--- config.mk ---
export PLATFORM = sky130hd
export DESIGN_NAME = hazard_controller_flat
export DESIGN_NICKNAME = d
export VERILOG_FILES = /design/src/rtl/hazard_controller_if.sv /design/src/rtl/hazard_controller.sv /design/src/flat_wrapper.sv
export SDC_FILE = /design/constraint.sdc
export NUM_CORES = 1
export LEC_CHECK = 0
export BUFFER_PORTS_ARGS = -buffer_cell sky130_fd_sc_hd__buf_2
export CELL_PAD_IN_SITES_DETAIL_PLACEMENT = 1
export CELL_PAD_IN_SITES_GLOBAL_PLACEMENT = 1
export CORE_MARGIN = 3
export CORE_UTILIZATION = 35
export CTS_BUF_LIST = sky130_fd_sc_hd__clkbuf_4 sky130_fd_sc_hd__clkbuf_8
export CTS_CLUSTER_DIAMETER = 200
export DETAILED_ROUTE_END_ITERATION = 6
export GPL_ROUTABILITY_DRIVEN = 0
export PLACE_DENSITY_LB_ADDON = 0.1
export SLEW_MARGIN = 5
export SYNTH_ARGS = -nofsm -noshare
export SYNTH_HDL_FRONTEND = slang
export SYNTH_SLANG_ARGS = --single-unit
--- constraint.sdc ---
create_clock -name clk -period 1.97 [get_ports clk]
set_input_delay 0.197 -clock clk [delete_from_list [all_inputs] [get_ports clk]]
set_output_delay 0.197 -clock clk [all_outputs]
set_load 0.02 [all_outputs]
--- src/rtl/hazard_controller_if.sv ---
// Pipeline-to-hazard-unit bundle: register numbers and control bits in,
// forwarding selects, stall/flush controls and multi-cycle status out.
interface hazard_controller_if;
    logic [4:0]  Rs1_E;
    logic [4:0]  Rs2_E;
    logic [4:0]  Rs1_D;
    logic [4:0]  Rs2_D;
    logic [4:0]  RD_E;
    logic [4:0]  RD_M;
    logic [4:0]  RD_W;
    logic        RegWriteM;
    logic        RegWriteW;
    logic        ResultSrcE;
    logic        PCSrcE;
    logic        MulStartE;
    logic [1:0]  ForwardA_E;
    logic [1:0]  ForwardB_E;
    logic        StallF;
    logic        StallD;
    logic        StallE;
    logic        FlushD;
    logic        FlushE;
    logic        MulBusy;
    logic        MulDoneE;
    logic [15:0] StallCount;

    modport master (
        output Rs1_E, Rs2_E, Rs1_D, Rs2_D, RD_E, RD_M, RD_W,
               RegWriteM, RegWriteW, ResultSrcE, PCSrcE, MulStartE,
        input  ForwardA_E, ForwardB_E, StallF, StallD, StallE,
               FlushD, FlushE, MulBusy, MulDoneE, StallCount
    );

    modport slave (
        input  Rs1_E, Rs2_E, Rs1_D, Rs2_D, RD_E, RD_M, RD_W,
               RegWriteM, RegWriteW, ResultSrcE, PCSrcE, MulStartE,
        output ForwardA_E, ForwardB_E, StallF, StallD, StallE,
               FlushD, FlushE, MulBusy, MulDoneE, StallCount
    );
endinterface

--- src/rtl/hazard_controller.sv ---
// Hazard unit for a 5-stage pipeline: operand forwarding, load-use and
// multi-cycle-op stalls, branch flushes and a saturating stall counter.
module hazard_controller #(
    parameter int MUL_LAT = 4
) (
    input  logic               clk,
    input  logic               rst,
    hazard_controller_if.slave hz
);
    typedef enum logic [1:0] {IDLE, BUSY, DONE} state_t;

    state_t      r_state;
    logic [3:0]  r_cnt;
    logic        r_mul_busy;
    logic        r_mul_done;
    logic [15:0] r_stall_count;

    logic [4:0]  w_rs_e [2];
    logic [1:0]  w_fwd  [2];
    logic        w_lw_stall;
    logic        w_mc_stall;
    logic        w_stall_fd;
    logic        w_flush_d;
    logic        w_flush_e;

    assign w_rs_e[0] = hz.Rs1_E;
    assign w_rs_e[1] = hz.Rs2_E;

    // M stage wins over W since it holds the younger result.
    genvar gi;
    generate
        for (gi = 0; gi < 2; gi++) begin : g_fwd
            assign w_fwd[gi] =
                (hz.RegWriteM && (hz.RD_M != 5'd0) && (hz.RD_M == w_rs_e[gi])) ? 2'b10 :
                (hz.RegWriteW && (hz.RD_W != 5'd0) && (hz.RD_W == w_rs_e[gi])) ? 2'b01 :
                                                                                 2'b00;
        end
    endgenerate

    assign hz.ForwardA_E = w_fwd[0];
    assign hz.ForwardB_E = w_fwd[1];

    always_comb begin
        w_lw_stall = hz.ResultSrcE && (hz.RD_E != 5'd0) &&
                     ((hz.RD_E == hz.Rs1_D) || (hz.RD_E == hz.Rs2_D));
        w_mc_stall = ((r_state == IDLE) && hz.MulStartE) || (r_state == BUSY);
        w_stall_fd = 1'b0;
        w_flush_d  = 1'b0;
        w_flush_e  = 1'b0;
        if (!rst) begin
            w_stall_fd = (w_lw_stall || w_mc_stall) && !hz.PCSrcE;
            w_flush_d  = hz.PCSrcE && !w_mc_stall;
            w_flush_e  = (w_lw_stall || hz.PCSrcE) && !w_mc_stall;
        end
    end

    assign hz.StallF     = w_stall_fd;
    assign hz.StallD     = w_stall_fd;
    assign hz.StallE     = w_mc_stall && !rst;
    assign hz.FlushD     = w_flush_d;
    assign hz.FlushE     = w_flush_e;
    assign hz.MulBusy    = r_mul_busy;
    assign hz.MulDoneE   = r_mul_done && !rst;
    assign hz.StallCount = r_stall_count;

    // BUSY is held for MUL_LAT-2 cycles so the op occupies E for MUL_LAT
    // cycles in total: one start cycle, the BUSY run, then DONE.
    always_ff @(posedge clk) begin
        if (rst) begin
            r_state       <= IDLE;
            r_cnt         <= 4'd0;
            r_mul_busy    <= 1'b0;
            r_mul_done    <= 1'b0;
            r_stall_count <= 16'd0;
        end else begin
            case (r_state)
                IDLE: begin
                    if (hz.MulStartE) begin
                        r_state    <= BUSY;
                        r_cnt      <= 4'(MUL_LAT - 3);
                        r_mul_busy <= 1'b1;
                    end
                end
                BUSY: begin
                    if (r_cnt != 4'd0) begin
                        r_cnt <= r_cnt - 4'd1;
                    end else begin
                        r_state    <= DONE;
                        r_mul_done <= 1'b1;
                    end
                end
                DONE: begin
                    r_state    <= IDLE;
                    r_mul_busy <= 1'b0;
                    r_mul_done <= 1'b0;
                end
                default: begin
                    r_state    <= IDLE;
                    r_mul_busy <= 1'b0;
                    r_mul_done <= 1'b0;
                end
            endcase
            if (w_stall_fd && (r_stall_count != 16'hFFFF)) begin
                r_stall_count <= r_stall_count + 16'd1;
            end
        end
    end
endmodule
--- src/flat_wrapper.sv ---
// flat-port wrapper written by rule: the top's interface ports become plain ports
module hazard_controller_flat 
#(
    parameter int MUL_LAT = 4
)
  (clk, rst, hz_Rs1_E, hz_Rs2_E, hz_Rs1_D, hz_Rs2_D, hz_RD_E, hz_RD_M, hz_RD_W, hz_RegWriteM, hz_RegWriteW, hz_ResultSrcE, hz_PCSrcE, hz_MulStartE, hz_ForwardA_E, hz_ForwardB_E, hz_StallF, hz_StallD, hz_StallE, hz_FlushD, hz_FlushE, hz_MulBusy, hz_MulDoneE, hz_StallCount);
  hazard_controller_if hz_i ();
  input  logic clk;
  input  logic rst;
  input wire logic [$bits(hz_i.Rs1_E)-1:0] hz_Rs1_E;
  input wire logic [$bits(hz_i.Rs2_E)-1:0] hz_Rs2_E;
  input wire logic [$bits(hz_i.Rs1_D)-1:0] hz_Rs1_D;
  input wire logic [$bits(hz_i.Rs2_D)-1:0] hz_Rs2_D;
  input wire logic [$bits(hz_i.RD_E)-1:0] hz_RD_E;
  input wire logic [$bits(hz_i.RD_M)-1:0] hz_RD_M;
  input wire logic [$bits(hz_i.RD_W)-1:0] hz_RD_W;
  input wire logic [$bits(hz_i.RegWriteM)-1:0] hz_RegWriteM;
  input wire logic [$bits(hz_i.RegWriteW)-1:0] hz_RegWriteW;
  input wire logic [$bits(hz_i.ResultSrcE)-1:0] hz_ResultSrcE;
  input wire logic [$bits(hz_i.PCSrcE)-1:0] hz_PCSrcE;
  input wire logic [$bits(hz_i.MulStartE)-1:0] hz_MulStartE;
  output wire logic [$bits(hz_i.ForwardA_E)-1:0] hz_ForwardA_E;
  output wire logic [$bits(hz_i.ForwardB_E)-1:0] hz_ForwardB_E;
  output wire logic [$bits(hz_i.StallF)-1:0] hz_StallF;
  output wire logic [$bits(hz_i.StallD)-1:0] hz_StallD;
  output wire logic [$bits(hz_i.StallE)-1:0] hz_StallE;
  output wire logic [$bits(hz_i.FlushD)-1:0] hz_FlushD;
  output wire logic [$bits(hz_i.FlushE)-1:0] hz_FlushE;
  output wire logic [$bits(hz_i.MulBusy)-1:0] hz_MulBusy;
  output wire logic [$bits(hz_i.MulDoneE)-1:0] hz_MulDoneE;
  output wire logic [$bits(hz_i.StallCount)-1:0] hz_StallCount;
  assign hz_i.Rs1_E = hz_Rs1_E;
  assign hz_i.Rs2_E = hz_Rs2_E;
  assign hz_i.Rs1_D = hz_Rs1_D;
  assign hz_i.Rs2_D = hz_Rs2_D;
  assign hz_i.RD_E = hz_RD_E;
  assign hz_i.RD_M = hz_RD_M;
  assign hz_i.RD_W = hz_RD_W;
  assign hz_i.RegWriteM = hz_RegWriteM;
  assign hz_i.RegWriteW = hz_RegWriteW;
  assign hz_i.ResultSrcE = hz_ResultSrcE;
  assign hz_i.PCSrcE = hz_PCSrcE;
  assign hz_i.MulStartE = hz_MulStartE;
  assign hz_ForwardA_E = hz_i.ForwardA_E;
  assign hz_ForwardB_E = hz_i.ForwardB_E;
  assign hz_StallF = hz_i.StallF;
  assign hz_StallD = hz_i.StallD;
  assign hz_StallE = hz_i.StallE;
  assign hz_FlushD = hz_i.FlushD;
  assign hz_FlushE = hz_i.FlushE;
  assign hz_MulBusy = hz_i.MulBusy;
  assign hz_MulDoneE = hz_i.MulDoneE;
  assign hz_StallCount = hz_i.StallCount;
  hazard_controller #(.MUL_LAT(MUL_LAT)) u_core (.clk(clk), .rst(rst), .hz(hz_i));
endmodule
==> impl_results.md <==
- I/O Pins: 69
- Clock share of power: 0.269
- Die X: 74.67 microns
- Final setup TNS: 0 ns
- Async S/R FF share, synth: 0
- Fmax: 550.2 MHz
- Total GRT Usage: 0.1745
- Multi-input gate area: 1087 sq um
- Synth warnings: 0
- Die area: 5575 sq um
- Yosys reg bits: 24
- Post-synthesis compound-gate area fraction: 0.1569
- First-pass GRT wire length: 7852 microns
- Synth Area in Simple Gates: 0.2767
- VDD IR-drop max: 401.4 uV
- WS Path Type: primary input to output port
- Layout area overhead: 32.37%
- Utilization after layout: 0.4916
- MaxCap Viol Count: 0
- Flop2flop setup slack: 0.17 ns
- Longest Clk Path Bufs: 2
- WL/cell: 14.45 microns
- Max-slew headroom: 0.7252
- Latest clock arrival within the worst-skew pair: 0.27 ns
- Crit. End Element: output port
- Clock transition at the registers of the reported paths: 0.09 ns
- Largest family of logic cells by synthesized area: simple AND/OR/NAND/NOR gates
- Static leakage: 0.0009440 uW
- Register area share after synthesis: 0.2911
- Slew at the pin closest to its max-slew limit: 0.4085 ns
- Post-CTS setup buffers: 0
- Starting Density: 0.3713
- Critical-path cell list: buf_2 -> or4_1 -> o21ai_0 -> nor4_1 -> nor4_2 -> buf_2
- Critical Path RT: 1.77 ns
- Status: finished, final reports clean
- Worst slack, placed: 0.01212 ns
- Dpl hpwl: 3906 microns
- Total number of vias: 1,761
- Final Setup Violations: 0
- Comb pwr share: 0.313
- Largest net degree at the start of global routing: 28
- Final hold vios: 0
- Minimum clock period: 1.818 ns
- Port Buf Inserts: 68
- DR iter-0 viols: 71
- Worst EP arrival: 1.62 ns
- Reg area: 483.0 sq um
- Multiplexer share of the synthesized area: 0.02502
- Post-synthesis cell count: 203
- Initial antenna violation count: 0
- Diode count: 0
- 1st-pass router iterations: 4
- Number of cell rows: 24
- Layout cells sized above 1: 0.3665
- Synth cell types: 42
- Num CTS Buffers: 3
- Vias per cell: 5.288
- Final setup margin: 0.1525 ns
- Fin area: 2185 sq um
- GRT overflow: 0
- Switching Fraction: 0.3189
- H-tree levels: 1
- RSZ-0062 raised after global routing: no
- Max stage delay on crit path: 0.50 ns
- Pwr dens: 585.2 nW/um^2
- Slowest-stage cell, CP: or4_1
- Vias in the first global route: 1,733
- Total clock sinks: 24
- Final worst-path cycle share: 0.9226
- DP Area: 2127 sq um
- Adder-Cell Fraction of Synth Area: 0.02274
- CP Max Fanout: 3
- Core ar.: 4444 sq um
- DR DRC count: 0
- Syn Nets: 248
- Post-synth EDFFs: 0
- Clock skew: 0.008007 ns
- Slew Limit Fails: 0
- Cell Int Power: 870.7 uW
- Die Y: 74.67 microns
- Hold Crit Class: primary input to register
- Syn_area_per_cell: 8.130 sq um
- Final ANT Viol Nets: 0
- Synth Cell Area: 1650 sq um
- FILL cells: 581
- WL final: 4813 microns
- Worst setup SP type: primary input
- CTS tree: yes
- Root Buffer: clkbuf_8
- Critical Path Most Common Cell: buf_2
- Synth Area in XOR/XNOR: 0.1698
- Sequential Power Share: 0.418
- Switch Pwr: 407.7 uW
- Nets: 327
- Commonest register cell after synthesis: dfxtp_1
[through the flow]
step                hold slack [ns]  power (uW)  std cells
floorplan                    0.3762       801.5        203
global placement             0.4500       938.9        329
detailed placement           0.4462       947.1        329
CTS                          0.2428        1301        333
global route                 0.2503        1366        333
finish                       0.2466        1278        333
[registers in the layout (all words and copies together) (netlist names)]
| name | count |
|---|---|
| u_core.hz.StallCount | 16 |
| u_core.r_cnt | 4 |
| u_core.r_state | 2 |
| u_core.hz.MulBusy | 1 |
| u_core.r_mul_done | 1 |
[placed cells by master (no fill, tap or decap), types with 2 or more instances in the layout]
| cell | Yosys | layout |
|---|---|---|
| xor2_1 | 15 | 15 |
| dfxtp_2 | 0 | 2 |
| xnor2_1 | 17 | 17 |
| and3_1 | 2 | 2 |
| buf_4 | 2 | 16 |
| clkbuf_8 | 0 | 4 |
| nor4_1 | 6 | 4 |
| or4_1 | 13 | 13 |
| o31ai_1 | 8 | 8 |
| nor2_1 | 15 | 15 |
| or2_2 | 2 | 2 |
| o21ai_1 | 5 | 5 |
| ha_1 | 3 | 3 |
| a211oi_1 | 2 | 2 |
| o21ai_0 | 4 | 4 |
| mux2_4 | 2 | 2 |
| nand3_1 | 10 | 10 |
| or3_2 | 3 | 3 |
| nor4_2 | 0 | 2 |
| o311ai_0 | 2 | 2 |
| nor2b_1 | 2 | 2 |
| a21oi_1 | 12 | 12 |
| nand4_1 | 4 | 4 |
| nor3_1 | 5 | 5 |
| inv_1 | 9 | 9 |
| buf_2 | 1 | 68 |
| dfxtp_1 | 24 | 22 |
| nand2_1 | 13 | 13 |
[Yosys cell counts, drive strengths merged (2+ instances only)]
library cell,number,area [sq um]
or2,2,12.51
o311ai,2,17.52
nor3,6,35.03
nand3,10,50.05
nor4,6,37.54
mux2,3,41.29
dfxtp,24,480.5
inv,9,33.78
nand2,13,48.80
nor2b,2,12.51
and3,2,12.51
xor2,15,131.4
or3,4,28.78
a21oi,13,68.82
o31ai,8,60.06
ha,3,37.54
nand4,4,25.02
o21ai,9,45.04
nor2,15,56.30
a211oi,2,15.01
xnor2,17,148.9
clkbuf,5,18.77
buf,5,42.53
or4,13,97.59
[power by group through the flow]
stage | combinational [uW] | sequential [uW] | clock [uW]
2_1_floorplan | 254 | 548 | 0
3_3_place_gp | 393 | 546 | 0
3_5_place_dp | 402 | 545 | 0
4_1_cts | 405 | 535 | 362
5_1_grt | 449 | 538 | 379
6_report | 400 | 534 | 344
[area by class of cell]
| cell class | instances | area share |
|---|---|---|
| timing repair buffer | 84 | 0.2108 |
| tap | 52 | 0.02978 |
| clock buffer | 4 | 0.02520 |
| sequential | 24 | 0.2211 |
| inverter | 9 | 0.01546 |
| multi-input combinational | 160 | 0.4977 |
[cells by family after synthesis]
family	count (synthesis)
flip-flops	24
buffers and inverters	19
XOR/XNOR	32
multiplexers	3
AND/OR/NAND/NOR	82
AO/OA/AOI/OAI	40
adder cells (fa/ha/maj)	3
[worst paths after layout]
path	start	end	cells past startpoint
max	hz_RD_M[1]	hz_ForwardA_E[0]	6
min	hz_MulStartE	u_core.hz.MulBusy$_SDFFE_PP0P_	3
max reg2reg	u_core.hz.StallCount[2]$_SDFFE_PP0P_	u_core.hz.StallCount[9]$_SDFFE_PP0P_	6
min reg2reg	u_core.hz.MulBusy$_SDFFE_PP0P_	u_core.hz.MulBusy$_SDFFE_PP0P_	2
[what timing repair did]
item	4_1_cts	5_1_grt
hold endpoints to repair	0	0
endpoints found under the setup margin	0	5
hold buffers	0	0
gates resized for setup	0	2
[layer usage]
layer / vias to the layer above / part of all wire / track usage
li1: 892 / - / -
met2: 38 / 0.50 / 0.3122
met3: 2 / 0.043 / 0.02136
met1: 829 / 0.45 / 0.2277
met4: 0 / 0.0031 / 0.02964
met5: - / 0 / 0
[worst max-delay path, delay by kind of cell]
family | cells | cell delay (ns)
buffers and inverters | 2 | 0.32
AO/OA/AOI/OAI | 1 | 0.22
AND/OR/NAND/NOR | 3 | 0.88
Note: power is estimated with default switching activity, not from simulation.
